### config.mk
export PLATFORM = sky130hd
export DESIGN_NAME = dircc_receive_sequencer
export DESIGN_NICKNAME = d
export VERILOG_FILES = /design/src/rtl/dircc_system_states_pkg.sv /design/src/rtl/dircc_types_pkg.sv /design/src/rtl/dircc_sat_counter.sv /design/src/rtl/dircc_receive_sequencer.sv
export SDC_FILE = /design/constraint.sdc
export NUM_CORES = 1
export LEC_CHECK = 0
export ABC_AREA = 0
export CAP_MARGIN = 20
export CORE_AREA = 4 4 145 147
export CTS_CLUSTER_DIAMETER = 80
export DETAILED_ROUTE_END_ITERATION = 10
export DIE_AREA = 0 0 149 151
export PLACE_DENSITY = 0.73
export SYNTH_ARGS = -nofsm -noshare
export SYNTH_HDL_FRONTEND = slang
export SYNTH_SLANG_ARGS = --single-unit
### constraint.sdc
create_clock -name clk -period 6.4 [get_ports clk]
set_input_delay 1.92 -clock clk [delete_from_list [all_inputs] [get_ports clk]]
set_output_delay 1.92 -clock clk [all_outputs]
set_load 0.1 [all_outputs]
### src/rtl/dircc_system_states_pkg.sv
// dircc_system_states_pkg: device lifecycle codes and receive-sequencer FSM states
package dircc_system_states_pkg;
  localparam logic [7:0] DIRCC_STATE_RUN     = 8'h01;
  localparam logic [7:0] DIRCC_STATE_DONE    = 8'h02;
  localparam logic [7:0] DIRCC_STATE_STOPPED = 8'h04;
  typedef enum logic [2:0] {
    RX_IDLE,
    RX_READ,
    RX_ISSUE,
    RX_WAIT,
    RX_WRITE
  } rx_seq_state_e;
  function automatic logic dircc_is_finished(input logic [7:0] s);
    return (s & (DIRCC_STATE_DONE | DIRCC_STATE_STOPPED)) != 8'h00;
  endfunction
endpackage

### src/rtl/dircc_types_pkg.sv
// dircc_types_pkg: packet and device-state payload types shared across the DIRCC fabric
package dircc_types_pkg;
  typedef struct packed {
    logic [15:0] src;
    logic [31:0] payload;
  } packet_data_t;
  typedef struct packed {
    logic [7:0]  dircc_state;
    logic [15:0] count;
  } device_state_t;
endpackage

### src/rtl/dircc_sat_counter.sv
// dircc_sat_counter: up-counter that sticks at all-ones
module dircc_sat_counter #(
  parameter int WIDTH = 16
) (
  input  logic             clk,
  input  logic             reset_n,
  input  logic             inc,
  output logic [WIDTH-1:0] count
);
  // count increments until saturated
  always_ff @(posedge clk or negedge reset_n)
    if (!reset_n) count <= '0;
    else if (inc && count != '1) count <= count + WIDTH'(1);
endmodule

### src/rtl/dircc_receive_sequencer.sv
// dircc_receive_sequencer: one-in-flight RX packet sequencer; DIRCC_RX_TIMEOUT_EN adds a WAIT watchdog
module dircc_receive_sequencer
  import dircc_types_pkg::*;
  import dircc_system_states_pkg::*;
#(
  parameter int ADDRESS_MEM_WIDTH = 32,
  parameter int NUM_DEVICES       = 16
`ifdef DIRCC_RX_TIMEOUT_EN
  ,
  parameter int TIMEOUT_CYCLES    = 16
`endif
) (
  input  logic                         clk,
  input  logic                         reset_n,
  input  packet_data_t                 pkt_in,
  input  logic [ADDRESS_MEM_WIDTH-1:0] pkt_dst_addr,
  input  logic [7:0]                   pkt_edge_id,
  input  logic [7:0]                   pkt_port_id,
  input  logic                         pkt_valid,
  output logic                         pkt_ready,
  output logic                         state_rd_en,
  output logic [ADDRESS_MEM_WIDTH-1:0] state_rd_addr,
  input  device_state_t                state_rd_data,
  output logic                         state_wr_en,
  output logic [ADDRESS_MEM_WIDTH-1:0] state_wr_addr,
  output device_state_t                state_wr_data,
  output logic [ADDRESS_MEM_WIDTH-1:0] hdl_address,
  output packet_data_t                 hdl_packet,
  output logic                         hdl_packet_valid,
  output logic [7:0]                   hdl_edge_id,
  output logic [7:0]                   hdl_port_id,
  output device_state_t                hdl_read_state,
  output logic                         hdl_receive_done,
  input  device_state_t                hdl_write_state,
  input  logic                         hdl_write_state_valid,
  input  logic                         hdl_packet_handled,
  output logic                         busy,
  output logic [15:0]                  drop_count,
  output logic                         timeout_err
);
  rx_seq_state_e state, state_next;
  logic addr_ok, finished, ack, drop;
  assign addr_ok       = pkt_dst_addr < ADDRESS_MEM_WIDTH'(NUM_DEVICES);
  assign finished      = dircc_is_finished(state_rd_data.dircc_state);
  assign ack           = hdl_write_state_valid && hdl_packet_handled;
  assign state_rd_addr = pkt_dst_addr;
  assign state_wr_addr = hdl_address;
  assign busy          = state != RX_IDLE;
`ifdef DIRCC_RX_TIMEOUT_EN
  localparam int CW = TIMEOUT_CYCLES > 1 ? $clog2(TIMEOUT_CYCLES) : 1;
  logic [CW-1:0] wait_cnt;
  logic expired;
  assign expired = wait_cnt == CW'(TIMEOUT_CYCLES - 1);
  // watchdog counts WAIT cycles from zero; flag sticks until reset
  always_ff @(posedge clk or negedge reset_n)
    if (!reset_n) begin
      wait_cnt    <= '0;
      timeout_err <= 1'b0;
    end else begin
      wait_cnt <= state == RX_WAIT ? wait_cnt + CW'(1) : '0;
      if (state == RX_WAIT && !ack && expired) timeout_err <= 1'b1;
    end
`else
  assign timeout_err = 1'b0;
`endif
  // state register
  always_ff @(posedge clk or negedge reset_n)
    if (!reset_n) state <= RX_IDLE;
    else state <= state_next;
  // next state and per-state strobes
  always_comb begin
    state_next       = state;
    drop             = 1'b0;
    pkt_ready        = 1'b0;
    state_rd_en      = 1'b0;
    hdl_receive_done = 1'b0;
    hdl_packet_valid = 1'b0;
    state_wr_en      = 1'b0;
    case (state)
      RX_IDLE: begin
        pkt_ready   = 1'b1;
        state_rd_en = pkt_valid && addr_ok;
        drop        = pkt_valid && !addr_ok;
        state_next  = state_rd_en ? RX_READ : RX_IDLE;
      end
      RX_READ: begin
        drop       = finished;
        state_next = finished ? RX_IDLE : RX_ISSUE;
      end
      RX_ISSUE: begin
        hdl_receive_done = 1'b1;
        hdl_packet_valid = 1'b1;
        state_next       = RX_WAIT;
      end
      RX_WAIT: begin
        hdl_packet_valid = 1'b1;
`ifdef DIRCC_RX_TIMEOUT_EN
        state_next = ack ? RX_WRITE : expired ? RX_IDLE : RX_WAIT;
`else
        state_next = ack ? RX_WRITE : RX_WAIT;
`endif
      end
      RX_WRITE: begin
        state_wr_en = 1'b1;
        state_next  = RX_IDLE;
      end
      default: state_next = RX_IDLE;
    endcase
  end
  // packet fields latched on accept, old state in READ, handler result on ack
  always_ff @(posedge clk or negedge reset_n)
    if (!reset_n) begin
      hdl_address    <= '0;
      hdl_packet     <= '0;
      hdl_edge_id    <= '0;
      hdl_port_id    <= '0;
      hdl_read_state <= '0;
      state_wr_data  <= '0;
    end else begin
      if (state == RX_IDLE && pkt_valid) begin
        hdl_address <= pkt_dst_addr;
        hdl_packet  <= pkt_in;
        hdl_edge_id <= pkt_edge_id;
        hdl_port_id <= pkt_port_id;
      end
      if (state == RX_READ) hdl_read_state <= state_rd_data;
      if (state == RX_WAIT && ack) state_wr_data <= hdl_write_state;
    end
  dircc_sat_counter #(.WIDTH(16)) u_drop_count (
    .clk    (clk),
    .reset_n(reset_n),
    .inc    (drop),
    .count  (drop_count)
  );
endmodule
==> results of run 1 <==
-- flip-flops by register name, summed over array words and instances (netlist names) --
signal and cells:
hdl_packet 48, hdl_address 32, hdl_read_state 24, state_wr_data 24
u_drop_count.count 16, hdl_edge_id 8, hdl_port_id 8, state 3
-- layout by cell type, fill, tap and decap left out, types with 7 or more instances in the layout --
| cell | instances |
|---|---|
| buf_4 | 42 |
| clkbuf_16 | 17 |
| clkdlybuf4s50_1 | 344 |
| dfrtp_1 | 163 |
| mux2_2 | 145 |
| nand2_1 | 7 |
| nor2_1 | 10 |
| nor4_1 | 9 |
| xor2_1 | 14 |
-- routing by layer --
metal	vias to the layer above	part of all wire, %
met1	2427	37
li1	2252	-
met5	-	0
met3	22	9.2
met4	0	2.0
met2	220	52
-- area by class of cell --
type,instances,share of cell area [%]
sequential,163,37.0
clock buffer,18,3.89
timing repair buffer,388,34.4
inverter,3,0.102
multi-input combinational,226,20.0
tap,270,3.06
clock inverter,14,1.59
-- logic make-up (layout without fill, tap and decap cells) --
group                    count (synthesis)  after routing  share of synthesized area [%]
XOR/XNOR                                15             15                           1.92
AO/OA/AOI/OAI                            7              7                          0.970
AND/OR/NAND/NOR                         57             57                           5.05
buffers and inverters                   84            423                           8.31
flip-flops                             163            163                           59.6
other                                    1              1                         0.0548
adder cells (fa/ha/maj)                  1              1                          0.183
multiplexers                           145            145                           23.9
-- how the worst min path moves through the flow --
stage / from / endpoint / slack, ps / cells past startpoint
5_1_grt: hdl_packet[7] / hdl_packet[7] / 520 / 1
6_report: u_drop_count.count[15] / u_drop_count.count[15] / 500 / 1
2_1_floorplan: state[2] / state[1] / 460 / 1
3_3_place_gp: u_drop_count.count[15] / u_drop_count.count[15] / 480 / 1
3_5_place_dp: u_drop_count.count[15] / u_drop_count.count[15] / 490 / 1
4_1_cts: u_drop_count.count[15] / u_drop_count.count[15] / 500 / 1
-- worst max-delay path, delay by kind of cell --
kind                   cells  cell delay [ps]
buffers and inverters      2              730
and+or+nand+nor            3             1150
-- power groups by stage --
stage | Clock, mW | Sequential (mW) | Combinational (mW)
floorplan | 0 | 1.88 | 0.408
global placement | 0 | 1.22 | 1.45
detailed placement | 0 | 1.22 | 1.46
CTS | 1.09 | 1.20 | 1.46
global route | 1.13 | 1.21 | 1.49
finish | 1.06 | 1.20 | 1.45
-- stage by stage --
stage | area, um^2 | worst slack (ps)
2_1_floorplan | 6840 | 490
4_1_cts | 11000 | 573
6_report | 11000 | 672
3_3_place_gp | 10400 | 550
5_1_grt | 11000 | 476
3_5_place_dp | 10400 | 582
==> flow_metrics.env, run 1 <==
export IMPL_outcome="finished clean"
export IMPL_tritoncts="yes"
export IMPL_cts_resized=0
export IMPL_grt_overflow=0
export IMPL_cp_slowest_cell="nor4_1"
export IMPL_finalCriticalPeriod_ps=5730
export IMPL_path_clk_slew_ps=70
export IMPL_use_met1_pct=20.5
export IMPL_ios=380
export IMPL_seqCellArea_mm2=0.00408
export IMPL_yosysWarnings=0
export IMPL_layout_nets=949
export IMPL_hold_class="reg -> reg"
export IMPL_grt_use_met2_pct=30.3
export IMPL_drt_iter0_markers=125
export IMPL_start_util_pct=34.4
export IMPL_gp_congestion=0.755
export IMPL_tightest_slew_ps=1050
export IMPL_hold_viol=0
export IMPL_switching_power_mw=1.60
export IMPL_grt_pass1_vias=5241
export IMPL_globalRouteMet3Util_pct=6.40
export IMPL_cts_root_buf="clkbuf_16"
export IMPL_critPathLaunch="pkt_dst_addr[31]"
export IMPL_clkPwrFrac_pct=28.6
export IMPL_tns_ps=0
export IMPL_r2r_start="state[1]"
export IMPL_multi_input_area_mm2=0.00221
export IMPL_post_cts_repair_setup_buffers=0
export IMPL_synthTopCellsByArea="dfrtp_1 (60%), mux2_2 (24%), buf_4 (7.1%), xor2_1 (1.8%), nor4_1 (0.82%)"
export IMPL_grt_use_total_pct=17.6
export IMPL_routed_wl_mm=20.4
export IMPL_grt_busiest_layer="met2"
export IMPL_clock_skew_final_ps=8.42
export IMPL_synth_top_cell_area_share_pct=59.6
export IMPL_fin_util_pct=55.4
export IMPL_grt_first_pass_wirelength_mm=30.4
export IMPL_antenna_found_initial=0
export IMPL_synth_seq_cells=163
export IMPL_grt_max_degree=62
export IMPL_synth_cell_types=36
export IMPL_ys_seq_area_share_pct=59.6
export IMPL_synth_top_flop_cell="dfrtp_1"
export IMPL_power_density_mw_per_mm2=336
export IMPL_clkLatencyLatePin_ps=410
export IMPL_synth_edff_count=0
export IMPL_async_reset_ff_share_pct=100
export IMPL_drt_vias_per_instance=4.55
export IMPL_worstSetupEndpoint="state_rd_en"
export IMPL_yosysMostFrequentCell="dfrtp_1"
export IMPL_critPathCaptureType="output port"
export IMPL_timing_fmax_mhz=175
export IMPL_synth_area_per_cell_um2=14.5
export IMPL_io_buffers=378
export IMPL_whs_ps=503
export IMPL_yosys_area_top_type="dfrtp_1"
export IMPL_coreArea_mm2=0.0199
export IMPL_cp_max_fo=3
export IMPL_remaining_drc_errors=0
export IMPL_final_antenna_net_count=0
export IMPL_setup_viol=0
export IMPL_maxSlewViolCount=0
export IMPL_fill_cells=1688
export IMPL_diodes=0
export IMPL_setup_worst_path_start_class="primary input"
export IMPL_p_leak_nw=4.72
export IMPL_synthTopCellsByCount="dfrtp_1 (163), mux2_2 (145), buf_4 (65), xor2_1 (14), nor2_1 (11)"
export IMPL_fin_total_pwr_mw=3.71
export IMPL_syn_inst=473
export IMPL_syn_to_final_growth_pct=61.3
export IMPL_p_int_mw=2.10
export IMPL_drt_pass1_iter_count=4
export IMPL_combPwrFrac_pct=39.1
export IMPL_cpPeakStageDelay_ps=560
export IMPL_switching_share_pct=43.3
export IMPL_cts_htree_levels=4
export IMPL_cts_sinks=163
export IMPL_finalCritPeriodShare_pct=89.5
export IMPL_reg2reg_slack_ps=3840
export IMPL_cp_arrival_ps=3810
export IMPL_ir_drop_v=0.000186
export IMPL_netlist_area_mm2=0.00684
export IMPL_die_area_mm2=0.0225
export IMPL_hpwl_mm=15.7
export IMPL_r2r_cells=7
export IMPL_placementRows=52
export IMPL_cts_path_max_buffers=2
export IMPL_grt_setup_unrepaired="no"
export IMPL_rr_endpoint="u_drop_count.count[1]"
export IMPL_drive_gt1_share_pct=28.3
export IMPL_slew_headroom_pct=29.7
export IMPL_power_frac_seq_pct=32.4
export IMPL_die_width_um=149
export IMPL_crit_required_ps=4480
export IMPL_die_y_um=151
export IMPL_drv_cap=0
export IMPL_worstPathCellList="clkdlybuf4s50_1, nor4_1, nand4_1, nor3_2, buf_12"
export IMPL_post_drt_wl_per_cell_um=18.8
export IMPL_synthesis_nets=623
export IMPL_place_inst=1050
export IMPL_final_cells=1082
export IMPL_postCtsHoldBufs=0
export IMPL_cts_buffers_inserted=17
export IMPL_critical_path_class="in -> out"
export IMPL_vias=4921
No activity file was read; power rests on OpenSTA's default activity.
==> run 2, diff against run 1 <==
--- a/config.mk
+++ b/config.mk
@@ -7,11 +7,12 @@
 export LEC_CHECK = 0
 export ABC_AREA = 0
 export CAP_MARGIN = 20
-export CORE_AREA = 4 4 145 147
+export CORE_AREA = 4 4 147 149
+export CTS_BUF_LIST = sky130_fd_sc_hd__clkbuf_8
 export CTS_CLUSTER_DIAMETER = 80
 export DETAILED_ROUTE_END_ITERATION = 10
-export DIE_AREA = 0 0 149 151
-export PLACE_DENSITY = 0.73
+export DIE_AREA = 0 0 151 153
+export PLACE_DENSITY = 0.72
 export SYNTH_ARGS = -nofsm -noshare
 export SYNTH_HDL_FRONTEND = slang
 export SYNTH_SLANG_ARGS = --single-unit
==> run 2 against run 1 <==
Net effect: global-route usage is 0.70 points lower; non-clock buffer count is 2 lower; worst setup slack better by 86 ps.
==> flow_metrics.env, run 2 (synthesis results as in run 1) <==
export IMPL_cp_arrival_ps=3720
export IMPL_r2r_cells=6
export IMPL_ir_drop_v=0.000169
export IMPL_place_inst=1048
export IMPL_timing_fmax_mhz=177
export IMPL_tritoncts="yes"
export IMPL_placed_area_mm2=0.0104
export IMPL_cts_path_max_buffers=2
export IMPL_p_leak_nw=4.64
export IMPL_cts_htree_levels=4
export IMPL_cts_resized=0
export IMPL_cts_root_buf="clkbuf_8"
export IMPL_final_common_cell="clkdlybuf4s50_1"
export IMPL_drt_iter0_markers=155
export IMPL_largest_reg_flops=48
export IMPL_final_cells=1080
export IMPL_crit_required_ps=4480
export IMPL_seqCellArea_mm2=0.00408
export IMPL_coreArea_mm2=0.0202
export IMPL_ios=380
export IMPL_power_density_mw_per_mm2=318
export IMPL_io_buffers=378
export IMPL_die_width_um=151
export IMPL_drt_vias_per_instance=4.55
export IMPL_finalCritPeriodShare_pct=88.2
export IMPL_layout_nets=947
export IMPL_clock_skew_final_ps=16.3
export IMPL_final_area_mm2=0.0108
export IMPL_diodes=0
export IMPL_drive_gt1_share_pct=28.1
export IMPL_multi_input_area_mm2=0.00221
export IMPL_grt_pass1_vias=5220
export IMPL_grt_max_degree=91
export IMPL_final_cell_mix="clkdlybuf4s50_1 (344), dfrtp_1 (163), mux2_2 (145)"
export IMPL_p_int_mw=1.88
export IMPL_grt_use_total_pct=16.9
export IMPL_outcome="finished clean"
export IMPL_drv_cap=0
export IMPL_switching_share_pct=45.4
export IMPL_cts_buffers_inserted=17
export IMPL_critPathCaptureType="output port"
export IMPL_grt_overflow=0
export IMPL_gp_congestion=0.756
export IMPL_combPwrFrac_pct=42.0
export IMPL_tightest_slew_ps=1060
export IMPL_hold_viol=0
export IMPL_grt_first_pass_wirelength_mm=29.9
export IMPL_clkLatencyLatePin_ps=450
export IMPL_grt_setup_unrepaired="no"
export IMPL_critical_path_class="in -> out"
export IMPL_top_register="hdl_packet"
export IMPL_postCtsHoldBufs=0
export IMPL_antenna_found_initial=0
export IMPL_syn_to_final_growth_pct=58.6
export IMPL_post_drt_wl_per_cell_um=18.3
export IMPL_drt_pass1_iter_count=4
export IMPL_remaining_drc_errors=0
export IMPL_final_antenna_net_count=0
export IMPL_reg2reg_slack_ps=4000
export IMPL_slew_headroom_pct=29.6
export IMPL_vias=4917
export IMPL_tns_ps=0
export IMPL_holdPathStages=1
export IMPL_post_route_worst_setup_slack_ps=758
export IMPL_switching_power_mw=1.56
export IMPL_clkPwrFrac_pct=23.3
export IMPL_fill_cells=1750
export IMPL_fin_total_pwr_mw=3.45
export IMPL_start_util_pct=33.9
export IMPL_placementRows=52
export IMPL_setup_worst_path_start_class="primary input"
export IMPL_setup_viol=0
export IMPL_dp_slack_ps=732
export IMPL_die_area_mm2=0.0231
export IMPL_maxSlewViolCount=0
export IMPL_top_regs="hdl_packet (48), hdl_address (32)"
export IMPL_die_y_um=153
export IMPL_routed_wl_mm=19.7
export IMPL_hpwl_mm=15.3
export IMPL_cts_sinks=163
export IMPL_cp_max_fo=3
export IMPL_finalCriticalPeriod_ps=5640
export IMPL_path_clk_slew_ps=90
export IMPL_hold_class="reg -> reg"
export IMPL_power_frac_seq_pct=34.8
export IMPL_post_cts_repair_setup_buffers=0
run 2: critical path, stage by stage:
cell and delay (ps):
clkdlybuf4s50_1 440, nor4_1 590, nand4_1 190, nor3_2 360, buf_12 220
run 2: metal layers:
layer	track usage (%)	vias up	routed length, um
li1	-	2245	-
met1	18.5	2407	7130
met2	29.7	237	10200
met3	6.16	28	1840
met4	6.26	0	531
met5	0	-	0
run 2: cell type report:
| class | instances | share of cell area [%] |
|---|---|---|
| Clock buffer | 18 | 2.28 |
| Clock inverter | 14 | 1.60 |
| Inverter | 3 | 0.104 |
| Multi-Input combinational cell | 226 | 20.4 |
| Sequential cell | 163 | 37.6 |
| Tap cell | 270 | 3.11 |
| Timing Repair Buffer | 386 | 34.9 |
run 2: final timing paths:
path	startpoint	end
max	pkt_dst_addr[22]	state_rd_en
min	hdl_port_id[7]	hdl_port_id[7]
max reg2reg	state[1]	u_drop_count.count[1]
min reg2reg	hdl_port_id[7]	hdl_port_id[7]
max in group asynchronous	reset_n	hdl_read_state[14]
min in group asynchronous	reset_n	hdl_packet[30]
run 2: power groups by stage:
stage	Sequential, mW	Combinational [mW]	Clock, mW
final	1.20	1.45	0.802
after global routing	1.21	1.49	0.882
after CTS	1.20	1.46	0.837
after detailed placement	1.22	1.46	0
after global placement	1.22	1.45	0
after floorplan	1.88	0.408	0
run 2: stage by stage:
step                utilization (%)  hold WS [ps]
floorplan                         -           457
global placement               51.7           487
detailed placement             51.7           492
CTS                            53.8           510
global route                   53.8           515
finish                         53.8           510
